--- config.mk ---
export PLATFORM = sky130hd
export DESIGN_NAME = sync_fifo_rr_write_arbiter
export DESIGN_NICKNAME = d
export VERILOG_FILES = /design/src/rtl/sync_fifo_rr_write_arbiter.sv
export SDC_FILE = /design/constraint.sdc
export NUM_CORES = 1
export LEC_CHECK = 0
export CORE_MARGIN = 1
export CORE_UTILIZATION = 30
export DETAILED_ROUTE_END_ITERATION = 16
export GPL_TIMING_DRIVEN = 0
export PLACE_DENSITY_LB_ADDON = 0.05
export REMOVE_ABC_BUFFERS = 1
export SETUP_SLACK_MARGIN = 0.02
export SLEW_MARGIN = 5
export SYNTH_ARGS = -nofsm -noshare
export SYNTH_HDL_FRONTEND = slang
export SYNTH_SLANG_ARGS = --single-unit
export TNS_END_PERCENT = 50
--- constraint.sdc ---
create_clock -name clk_i -period 5.25 [get_ports clk_i]
set_input_delay 0.7875 -clock clk_i [delete_from_list [all_inputs] [get_ports clk_i]]
set_output_delay 0.7875 -clock clk_i [all_outputs]
set_load 0.005 [all_outputs]
--- src/rtl/sync_fifo_rr_write_arbiter.sv ---
// Round-robin, burst-locking arbiter sharing one synchronous FIFO write port among producers.
// Each accepted word is tagged with the producer index so the consumer can demultiplex.
module sync_fifo_rr_write_arbiter #(
    parameter int unsigned  NUM_REQ    = 4,
    parameter int unsigned  DATA_WIDTH = 32,
    parameter int unsigned  MAX_BURST  = 8,
    localparam int unsigned TAG_W      = (NUM_REQ > 1) ? $clog2(NUM_REQ) : 1
) (
    input  logic                          clk_i,
    input  logic                          rst_n_i,
    input  logic [NUM_REQ-1:0]            req_valid_i,
    input  logic [NUM_REQ*DATA_WIDTH-1:0] req_data_i,
    input  logic [NUM_REQ-1:0]            req_last_i,
    output logic [NUM_REQ-1:0]            req_ready_o,
    input  logic                          fifo_full_i,
    output logic                          fifo_write_o,
    output logic [DATA_WIDTH-1:0]         fifo_wr_data_o,
    output logic [TAG_W-1:0]              fifo_wr_tag_o,
    output logic [NUM_REQ-1:0]            grant_o,
    output logic                          busy_o
);

    localparam int unsigned CNT_W = (MAX_BURST > 1) ? $clog2(MAX_BURST) : 1;

    typedef enum logic {StIdle, StGrant} state_e;

    state_e             state_q, state_d;
    logic [TAG_W-1:0]   owner_q, owner_d;
    logic [TAG_W-1:0]   rr_ptr_q, rr_ptr_d;
    logic [CNT_W-1:0]   burst_cnt_q, burst_cnt_d;

    logic [DATA_WIDTH-1:0] lane_data [NUM_REQ];
    logic [TAG_W-1:0]      pick;
    logic                  pick_found;
    logic [TAG_W:0]        scan_idx;
    logic [TAG_W-1:0]      owner_next_ptr;
    logic                  in_grant;
    logic                  owner_valid;
    logic                  xfer;
    logic                  release_burst;

    always_comb begin
        for (int unsigned i = 0; i < NUM_REQ; i++) begin
            lane_data[i] = req_data_i[i*DATA_WIDTH +: DATA_WIDTH];
        end
    end

    // Scan from rr_ptr_q upward with explicit modulo wrap, so NUM_REQ need not be a power of two.
    always_comb begin
        pick       = '0;
        pick_found = 1'b0;
        scan_idx   = '0;
        for (int unsigned i = 0; i < NUM_REQ; i++) begin
            scan_idx = {1'b0, rr_ptr_q} + (TAG_W+1)'(i);
            if (scan_idx >= (TAG_W+1)'(NUM_REQ)) begin
                scan_idx = scan_idx - (TAG_W+1)'(NUM_REQ);
            end
            if (!pick_found && req_valid_i[scan_idx[TAG_W-1:0]]) begin
                pick_found = 1'b1;
                pick       = scan_idx[TAG_W-1:0];
            end
        end
    end

    assign owner_next_ptr = (owner_q == TAG_W'(NUM_REQ - 1)) ? '0 : owner_q + 1'b1;
    assign in_grant       = (state_q == StGrant);
    assign owner_valid    = req_valid_i[owner_q];
    assign xfer           = rst_n_i && in_grant && owner_valid && !fifo_full_i;
    assign release_burst  = !owner_valid ||
                            (xfer && (req_last_i[owner_q] ||
                                      burst_cnt_q == CNT_W'(MAX_BURST - 1)));

    always_comb begin
        state_d     = state_q;
        owner_d     = owner_q;
        rr_ptr_d    = rr_ptr_q;
        burst_cnt_d = burst_cnt_q;
        unique case (state_q)
            StIdle: begin
                if (pick_found) begin
                    owner_d     = pick;
                    burst_cnt_d = '0;
                    state_d     = StGrant;
                end
            end
            StGrant: begin
                if (release_burst) begin
                    state_d  = StIdle;
                    rr_ptr_d = owner_next_ptr;
                end else if (xfer) begin
                    burst_cnt_d = burst_cnt_q + 1'b1;
                end
            end
            default: state_d = StIdle;
        endcase
    end

    always_comb begin
        req_ready_o    = '0;
        grant_o        = '0;
        fifo_write_o   = xfer;
        fifo_wr_data_o = '0;
        fifo_wr_tag_o  = '0;
        busy_o         = rst_n_i && in_grant;
        if (in_grant) begin
            fifo_wr_data_o = lane_data[owner_q];
            fifo_wr_tag_o  = owner_q;
            if (rst_n_i) begin
                req_ready_o[owner_q] = !fifo_full_i;
                grant_o[owner_q]     = 1'b1;
            end
        end
    end

    always_ff @(posedge clk_i) begin
        if (!rst_n_i) begin
            state_q     <= StIdle;
            owner_q     <= '0;
            rr_ptr_q    <= '0;
            burst_cnt_q <= '0;
        end else begin
            state_q     <= state_d;
            owner_q     <= owner_d;
            rr_ptr_q    <= rr_ptr_d;
            burst_cnt_q <= burst_cnt_d;
        end
    end

endmodule

== After elaboration in Yosys (flattened, before gate mapping) ==
Index checks and enable logic that the tools add are counted.

* Word-level logic and storage cells: 93
* Bits in registers: 8
* Output and inout port bits: 44

* Order comparisons: 11
* Bitwise operators: 3
* Add/sub/neg operators: 9
* Reductions and logical operators: 18
* Muxes and demuxes: 43
* Equality and inequality tests: 5

{| class="wikitable"
|+ Operator list
! kind !! number
|-
| $mux 32 || 3
|-
| $bmux 32 s2 || 1
|-
| $mux 2 || 10
|-
| $mux 4 || 4
|-
| $lt 2x3->1 const B || 5
|-
| $mux 1 || 13
|-
| $bmux 1 s2 || 6
|-
| $ge 3x3->1 const B || 4
|-
| $mux 3 || 3
|-
| $logic_and 1x1->1 || 8
|-
| $sub 2x1->2 const B || 4
|-
| $add 2x2->3 const B || 2
|-
| $pmux 3 s2 || 1
|-
| $logic_not 1->1 || 5
|-
| $and 4x4->4 || 1
|-
| $ne 2x2->1 const B || 2
|-
| $reduce_and 2->1 || 2
|-
| $add 2x1->3 const B || 1
|-
| $add 3x1->3 const B || 1
|-
| $eq 3x3->1 const B || 1
|-
| $ge 2x3->1 const B || 1
|-
| $not 2->3 || 1
|-
| $reduce_and 3->1 || 1
|-
| $add 2x1->2 const B || 1
|-
| other kinds (7) || 8
|}

== Depth between registers and ports, before layout ==
Gate-level depths: netlist (run 1).

* Depth in word-level cells: 16
* Gate-level depth with buffers: 6

== Least setup slack after synthesis (run 1) ==
No wires, ideal clock.

* Path kind: reg2out
* Start: register owner_q[0]
* End: output port fifo_wr_data_o[0]
* Slack: 2909 ps
* Cell stages (with the launch flop): 5
* Buffers on the path: 2
* Data required time: 4463 ps
* Data arrival time: 1554 ps
* Cells stage by stage: dfxtp_1 buf_4 buf_2 mux4_2 and2_1

* Cells in the longest elaborated chain, start to end: 5

{| class="wikitable"
|+ RTL lines
! item !! line !! text
|-
| start: declaration || 28 || <nowiki>logic [TAG_W-1:0] owner_q, owner_d;</nowiki>
|-
| start signal: assignment || 123 || <nowiki>owner_q <= owner_d;</nowiki>
|-
| $not 2->3 (implied by the code) || 106 || <nowiki>fifo_wr_data_o = lane_data[owner_q];</nowiki>
|-
| $bmux 32 s2 || 106 ||
|-
| $mux 32 (implied by the code) (2 in a row) || 106 ||
|-
| $mux 32 || 105 || <nowiki>if (in_grant) begin</nowiki>
|-
| end: declaration || 17 || <nowiki>output logic [DATA_WIDTH-1:0] fifo_wr_data_o,</nowiki>
|}

No other way between the ends. The select of a mux whose other input is x is not followed.

== Worst setup path after layout (run 1) ==
* Start: input port rst_n_i
* End: output port req_ready_o[1]

* Cells in the longest elaborated chain, start to end: 2

{| class="wikitable"
|+ RTL lines
! item !! line !! text
|-
| start: declaration || 10 || <nowiki>input logic rst_n_i,</nowiki>
|-
| $mux 4 || 108 || <nowiki>if (rst_n_i) begin</nowiki>
|-
| $mux 4 || 105 ||
|-
| end: declaration || 14 || <nowiki>output logic [NUM_REQ-1:0] req_ready_o,</nowiki>
|}

No other way between the ends.

==> reports/results.tsv, run 1 <==
stage	metric	value	unit
logic_synthesis	synth_simple_gate_area_share	24.09	%
die	start_util	31.33	%
logic_synthesis	synth_compound_area_share	4.196	%
clock_network	cts_resized	0	
detailed_routing	first_iter_violations	54	
clock_network	cts_buffer_depth	2	
timing	setup_viol	0	
logic_synthesis	postSynth.asyncResetShare	0	%
detailed_routing	routedWlPerCell	17.08	um
worst_setup_path	start_kind	input pin	
global_routing	grt_pass1_vias	1969	
clock_network	cts.sinks	8	
clock_network	h-tree-depth	1	
die	dieHeight	75.27	um
power_and_ir_drop	clockPowerShare	16.2	%
timing	slew_headroom	17.78	%
worst_setup_path	cp.required	4460	ps
power_and_ir_drop	total_power	441.8	uW
clock_network	clk_pin_slew	40	ps
timing	fin_skew	2.399	ps
placement	dp.cells	395	
die	dieWidth	75.27	um
logic_synthesis	synth_area_leader_cell	mux4_2	
worst_setup_path	r2r_end	burst_cnt_q[2]	
clock_network	hold_buffers	0	
timing	worstMarginPinSlew	1232	ps
logic_synthesis	synth-edff-count	0	
die	rows	26	
logic_synthesis	yosys-top-cells-count	and2_1, mux4_2, nand2_1, nor2_1	
logic_synthesis	syn_area	1610	um2
clock_network	clock_latency	220	ps
placement	postPlaceCellArea	3503	um2
logic_synthesis	synthMuxAreaShare	51.36	%
power_and_ir_drop	intPower	327.7	uW
worst_setup_path	worst-r2r-setup-slack	2860	ps
placement	io_buffers	182	
timing	period_needed	3449	ps
placement	routabilityCongestion	0.7386	
power_and_ir_drop	switching_share	25.84	%
power_and_ir_drop	max-vdd-ir-drop	0.1289	mV
detailed_routing	wirelength	6.799	mm
timing	drv_slew	0	
timing	grt_setup_unrepaired	false	
worst_setup_path	crit_fanout	14	
power_and_ir_drop	p_sw	114.2	uW
power_and_ir_drop	seqPwrFrac	19.2	%
logic_synthesis	syn_inst	155	
timing	finalCritPeriodShare	65.69	%
placement	dp_hpwl	5.751	mm
logic_synthesis	synthXorXnorAreaFrac	0	%
logic_synthesis	synth-seq-area-share	9.946	%
logic_synthesis	synth_top_family_by_area	multiplexers	
timing	final.setup.tns	0	ps
worst_setup_path	rr_worst_depth	5	
worst_setup_path	reg2reg_from	in_grant	
logic_synthesis	synth.top_cell.area_share	44.76	%
power_and_ir_drop	p_per_area	124.6	nW/um2
worst_setup_path	cp-end-kind	primary output	
power_and_ir_drop	p_comb_share	64.6	%
logic_synthesis	synth.area.top_cells	mux4_2, and2_1, dfxtp_1	
die	die_area	5665	um2
run_status	outcome	completed	
die	io_pins	183	
worst_setup_path	worstPathArrival	2660	ps
detailed_routing	vias_per_cell	5.000	
detailed_routing	drc	0	
finish	antenna_cells	0	
logic_synthesis	synth.distinct_cells	29	
logic_synthesis	synthAdderAreaFrac	4.662	%
detailed_routing	ant_nets	0	
worst_setup_path	path_class	input pin to primary output	
worst_hold_path	min_path_type	flop to flop	
logic_synthesis	post-synth-top-count-cell	and2_1	
clock_network	tritoncts	yes	
logic_synthesis	ys.flop_type	dfxtp_1	
clock_network	cts_inserted_buffers	3	
finish	area_growth	120.1	%
run	drv_cap	0	
logic_synthesis	syn_area_per_cell	10.39	um2
detailed_routing	vias	1990	
finish	final_cells	398	
clock_network	ctsRootBufferMaster	clkbuf_8	
finish	layout.nets	475	
global_routing	gr-total-overflow	0	
timing	fin_hold_ws	470.5	ps
global_routing	grt_pass1_wl	9.425	mm
finish	fin_area	3545	um2
global_routing	antenna_found_initial	0	
global_routing	track_usage	22.10	%
worst_hold_path	hold_depth	1	
logic_synthesis	synth_warnings	0	
timing	final-hold-violation-count	0	
worst_hold_path	hp-start	burst_cnt_q[0]	
clock_network	cts_setup_buffers	0	
power_and_ir_drop	leakage	1.255	nW
finish	drive_above_1_share	12.20	%
worst_hold_path	min_to	burst_cnt_q[0]	
global_routing	grt_max_degree	45	
die	placeableCoreArea	5140	um2
detailed_routing	drt-pass1-iter-count	4	
timing	fmax	0.2899	GHz
logic_synthesis	synth_seq_cells	8	
sequential cells by signal, indices dropped and copies added, names as in the netlist:
register / count
burst_cnt_q: 3
owner_q: 2
rr_ptr_q: 2
in_grant: 1
power by group through the flow:
stage          registers (mW)  logic (mW)  clock network, mW
2_1_floorplan          0.0879       0.100                  0
3_3_place_gp           0.0990       0.265                  0
3_5_place_dp           0.0867       0.287                  0
4_1_cts                0.0856       0.288             0.0744
5_1_grt                0.0877       0.307             0.0797
6_report               0.0850       0.285             0.0715
worst max path at each step:
stage | from | to | slack (ps) | cells past startpoint
4_1_cts | rst_n_i | req_ready_o[1] | 1780 | 5
6_report | rst_n_i | req_ready_o[1] | 1800 | 5
5_1_grt | rst_n_i | req_ready_o[2] | 1630 | 5
3_3_place_gp | owner_q[0] | fifo_wr_data_o[7] | 1090 | 3
2_1_floorplan | owner_q[0] | fifo_write_o | 2050 | 3
3_5_place_dp | rst_n_i | req_ready_o[1] | 1810 | 5
cells in the final DEF (no fill, tap or decap), drive strengths merged, types with 4 or more instances in the layout:
master / instances
nor2: 9
mux2i: 8
dfxtp: 8
mux4: 33
nand2: 9
nand3: 4
and2: 37
inv: 7
clkdlybuf4s50: 182
ha: 6
worst max-delay path: stages:
cell and delay [ps]:
clkdlybuf4s50_1 750, nand2_1 170, nor2_1 290, and2_1 170, clkdlybuf4s50_1 500
cell type report:
| cell class | instances | area (um2) |
|---|---|---|
| Timing Repair Buffer | 184 | 1869 |
| Sequential cell | 8 | 162.7 |
| Fill cell | 447 | 1595 |
| Inverter | 7 | 26.28 |
| Clock buffer | 3 | 41.29 |
| Tap cell | 70 | 87.58 |
| Multi-Input combinational cell | 126 | 1358 |
metal layers:
metal / up-vias / track usage [%] / part of all wire (%)
li1: 932 / - / -
met1: 950 / 24.37 / 36
met2: 96 / 43.94 / 54
met3: 12 / 3.079 / 7.4
met4: 0 / 5.761 / 2.2
met5: - / 0 / 0
stage by stage:
| stage | util, % | worst slack [ps] |
|---|---|---|
| after global routing | 68.96 | 1633 |
| after CTS | 68.96 | 1778 |
| after global placement | 67.19 | 1093 |
| after floorplan | - | 2045 |
| after detailed placement | 68.16 | 1814 |
| final | 68.96 | 1801 |
cells by family (layout without fill, tap and decap cells):
| group | count (synthesis) | after routing |
|---|---|---|
| multiplexers | 41 | 41 |
| buffers and inverters | 21 | 194 |
| adder cells (fa/ha/maj) | 6 | 6 |
| flip-flops | 8 | 8 |
| AO/OA/AOI/OAI | 10 | 10 |
| AND/OR/NAND/NOR | 69 | 69 |
Power figures use the tool's default switching activity.
==> inputs of run 2 (changes only) <==
- CORE_UTILIZATION: 30 -> 25
- clock period: 5.25 -> 2.8 ns (I/O delays scaled with it)
==> reports/results.tsv, run 2 (synthesized netlist as in run 1, its figures left out) <==
stage	metric	value	unit	change
run_status	outcome	completed		unchanged
detailed_routing	vias_per_cell	4.844		was 5.000
clock_network	clock_latency	230	ps	was 220 ps
timing	drv_slew	0		unchanged
finish	drive_above_1_share	12.50	%	was 12.20%
detailed_routing	ant_nets	0		unchanged
die	io_pins	183		unchanged
timing	fmax	0.3784	GHz	
worst_setup_path	start_kind	flop		was input pin
die	dieWidth	82.26	um	was 75.27 um
worst_setup_path	r2r_end	burst_cnt_q[1]		was burst_cnt_q[2]
worst_setup_path	worstPathArrival	2220	ps	was 2660 ps
detailed_routing	drc	0		unchanged
detailed_routing	routedWlPerCell	16.78	um	was 17.08 um
clock_network	h-tree-depth	1		unchanged
placement	postPlaceCellArea	3517	um2	was 3503 um2
worst_setup_path	cp_cell_sequence	buf_16 -> mux4_2 -> and2_1 -> clkdlybuf4s50_1		was clkdlybuf4s50_1 -> nand2_1 -> nor2_1 -> and2_1 -> clkdlybuf4s50_1
die	placeableCoreArea	6061	um2	was 5140 um2
finish	fillCellCount	549		was 447
worst_setup_path	max_stage_delay	640	ps	was 750 ps
worst_setup_path	cp-end-kind	primary output		unchanged
worst_setup_path	rr_worst_depth	5		unchanged
worst_hold_path	min_path_type	flop to flop		unchanged
clock_network	cts.sinks	8		unchanged
die	rows	28		was 26
global_routing	grt_pass1_vias	1847		was 1969
detailed_routing	first_iter_violations	36		was 54
clock_network	tritoncts	yes		unchanged
worst_setup_path	worst-r2r-setup-slack	850	ps	was 2860 ps
finish	layout_commonest_cell	clkdlybuf4s50_1		unchanged
timing	period_needed	2643	ps	
timing	grt_setup_unrepaired	true		was false
finish	largestRegisters	burst_cnt_q x3, owner_q x2, rr_ptr_q x2		unchanged
timing	setup_viol	0		unchanged
detailed_routing	wirelength	6.761	mm	was 6.799 mm
finish	fin_area	3565	um2	was 3545 um2
timing	worstMarginPinSlew	645.4	ps	was 1232 ps
worst_setup_path	crit_start	owner_q[0]		was rst_n_i
power_and_ir_drop	max-vdd-ir-drop	0.3201	mV	was 0.1289 mV
worst_setup_path	path_class	flop to primary output		was input pin to primary output
placement	io_buffers	182		unchanged
die	die_area	6766	um2	was 5665 um2
clock_network	clk_pin_slew	40	ps	about the same
placement	routabilityCongestion	0.7181		was 0.7386
die	start_util	26.57	%	was 31.33%
clock_network	cts_setup_buffers	0		unchanged
global_routing	gr-total-overflow	0		unchanged
timing	fin_skew	0.5695	ps	was 2.399 ps
finish	layout_common_cells	clkdlybuf4s50_1, and2_1, mux4_2		unchanged
worst_setup_path	crit_fanout	25		was 14
worst_setup_path	cp.required	2380	ps	was 4460 ps
run	drv_cap	0		unchanged
finish	largest_reg_flops	3		unchanged
clock_network	cts_inserted_buffers	3		unchanged
timing	slew_headroom	56.98	%	was 17.78%
timing	finalCritPeriodShare	94.38	%	
finish	layout.nets	475		unchanged
global_routing	grt_max_degree	45		unchanged
global_routing	track_usage	18.53	%	was 22.10%
clock_network	ctsRootBufferMaster	clkbuf_8		unchanged
worst_setup_path	endpoint	fifo_wr_data_o[6]		was req_ready_o[1]
finish	largest_register	burst_cnt_q		unchanged
placement	dp_hpwl	5.542	mm	was 5.751 mm
finish	antenna_cells	0		unchanged
detailed_routing	vias	1952		was 1990
detailed_routing	drt-pass1-iter-count	4		unchanged
worst_setup_path	slowest_stage	dfxtp_4		was clkdlybuf4s50_1
global_routing	antenna_found_initial	0		unchanged
finish	area_growth	121.4	%	was 120.1%
power_and_ir_drop	total_power	834.4	uW	was 441.8 uW
global_routing	grt_pass1_wl	9.522	mm	was 9.425 mm
clock_network	cts_buffer_depth	2		unchanged
power_and_ir_drop	leakage	1.268	nW	was 1.255 nW
power_and_ir_drop	p_per_area	234.1	nW/um2	was 124.6 nW/um2
worst_setup_path	reg2reg_from	in_grant		unchanged
timing	final-hold-violation-count	0		unchanged
die	dieHeight	82.26	um	was 75.27 um
-- run 2: cell count changes in the layout (fill, tap and decap cells not counted), sizes merged --
cell	before	now
dlymetal6s2s	0	1
clkdlybuf4s50	182	181
-- run 2: power breakdown --
group	switching [mW]	total [mW]	leakage, nW	internal [mW]
clock network	0.0482	0.142	0.0216	0.0934
logic	0.125	0.526	1.18	0.400
registers	0.0448	0.167	0.0666	0.122
total	0.218	0.834	1.27	0.616
-- run 2: worst min-delay path by stage --
| stage | startpoint | to | slack (ps) | cells past startpoint |
|---|---|---|---|---|
| final | burst_cnt_q[2] | burst_cnt_q[2] | 470 | 2 |
| after global routing | rr_ptr_q[0] | rr_ptr_q[0] | 500 | 2 |
| after global placement | burst_cnt_q[2] | burst_cnt_q[2] | 460 | 2 |
| after CTS | burst_cnt_q[2] | burst_cnt_q[2] | 480 | 2 |
| after floorplan | burst_cnt_q[0] | burst_cnt_q[0] | 440 | 1 |
| after detailed placement | burst_cnt_q[0] | burst_cnt_q[0] | 480 | 1 |
-- run 2: per-layer routing --
layer	global-route usage, %	part of all wire [%]
met4	4.035	1.7
met1	20.88	37
met5	0	0
met2	35.70	52
met3	3.407	9.3
-- run 2: final cells by class --
cell class,count,area [um2],share of cell area [%]
inverters,7,26.28,0.7371
flip-flops and latches,8,166.4,4.668
repair buffers,184,1879,52.72
multi-input cells,126,1358,38.08
clock buffers,3,41.29,1.158
well taps,75,93.84,2.633
-- run 2: repair_timing --
item	4_1_cts	5_1_grt
hold buffers	0	0
setup endpoints to repair	29	5
pin swaps	0	0
resized for setup	2	1
-- run 2: through the flow --
step | setup WS [ps] | hold WS, ps | TNS [ps] | util, % | instances
2_1_floorplan | -47.18 | 443.2 | -702.4 | - | 141
3_3_place_gp | -1087 | 461.6 | -45820 | 57.08 | 398
3_5_place_dp | -45.62 | 475.1 | -127.5 | 58.03 | 400
4_1_cts | 90.22 | 482.6 | 0 | 58.77 | 403
5_1_grt | 3.655 | 499.7 | 0 | 58.82 | 403
6_report | 157.4 | 474.9 | 0 | 58.82 | 403
-- run 2: critical path: cells and delay by family, from the launching register on --
kind                   cells  cell delay, ps
buffers and inverters      2             690
DFF                        1             640
muxes                      1             490
and+or+nand+nor            1             160
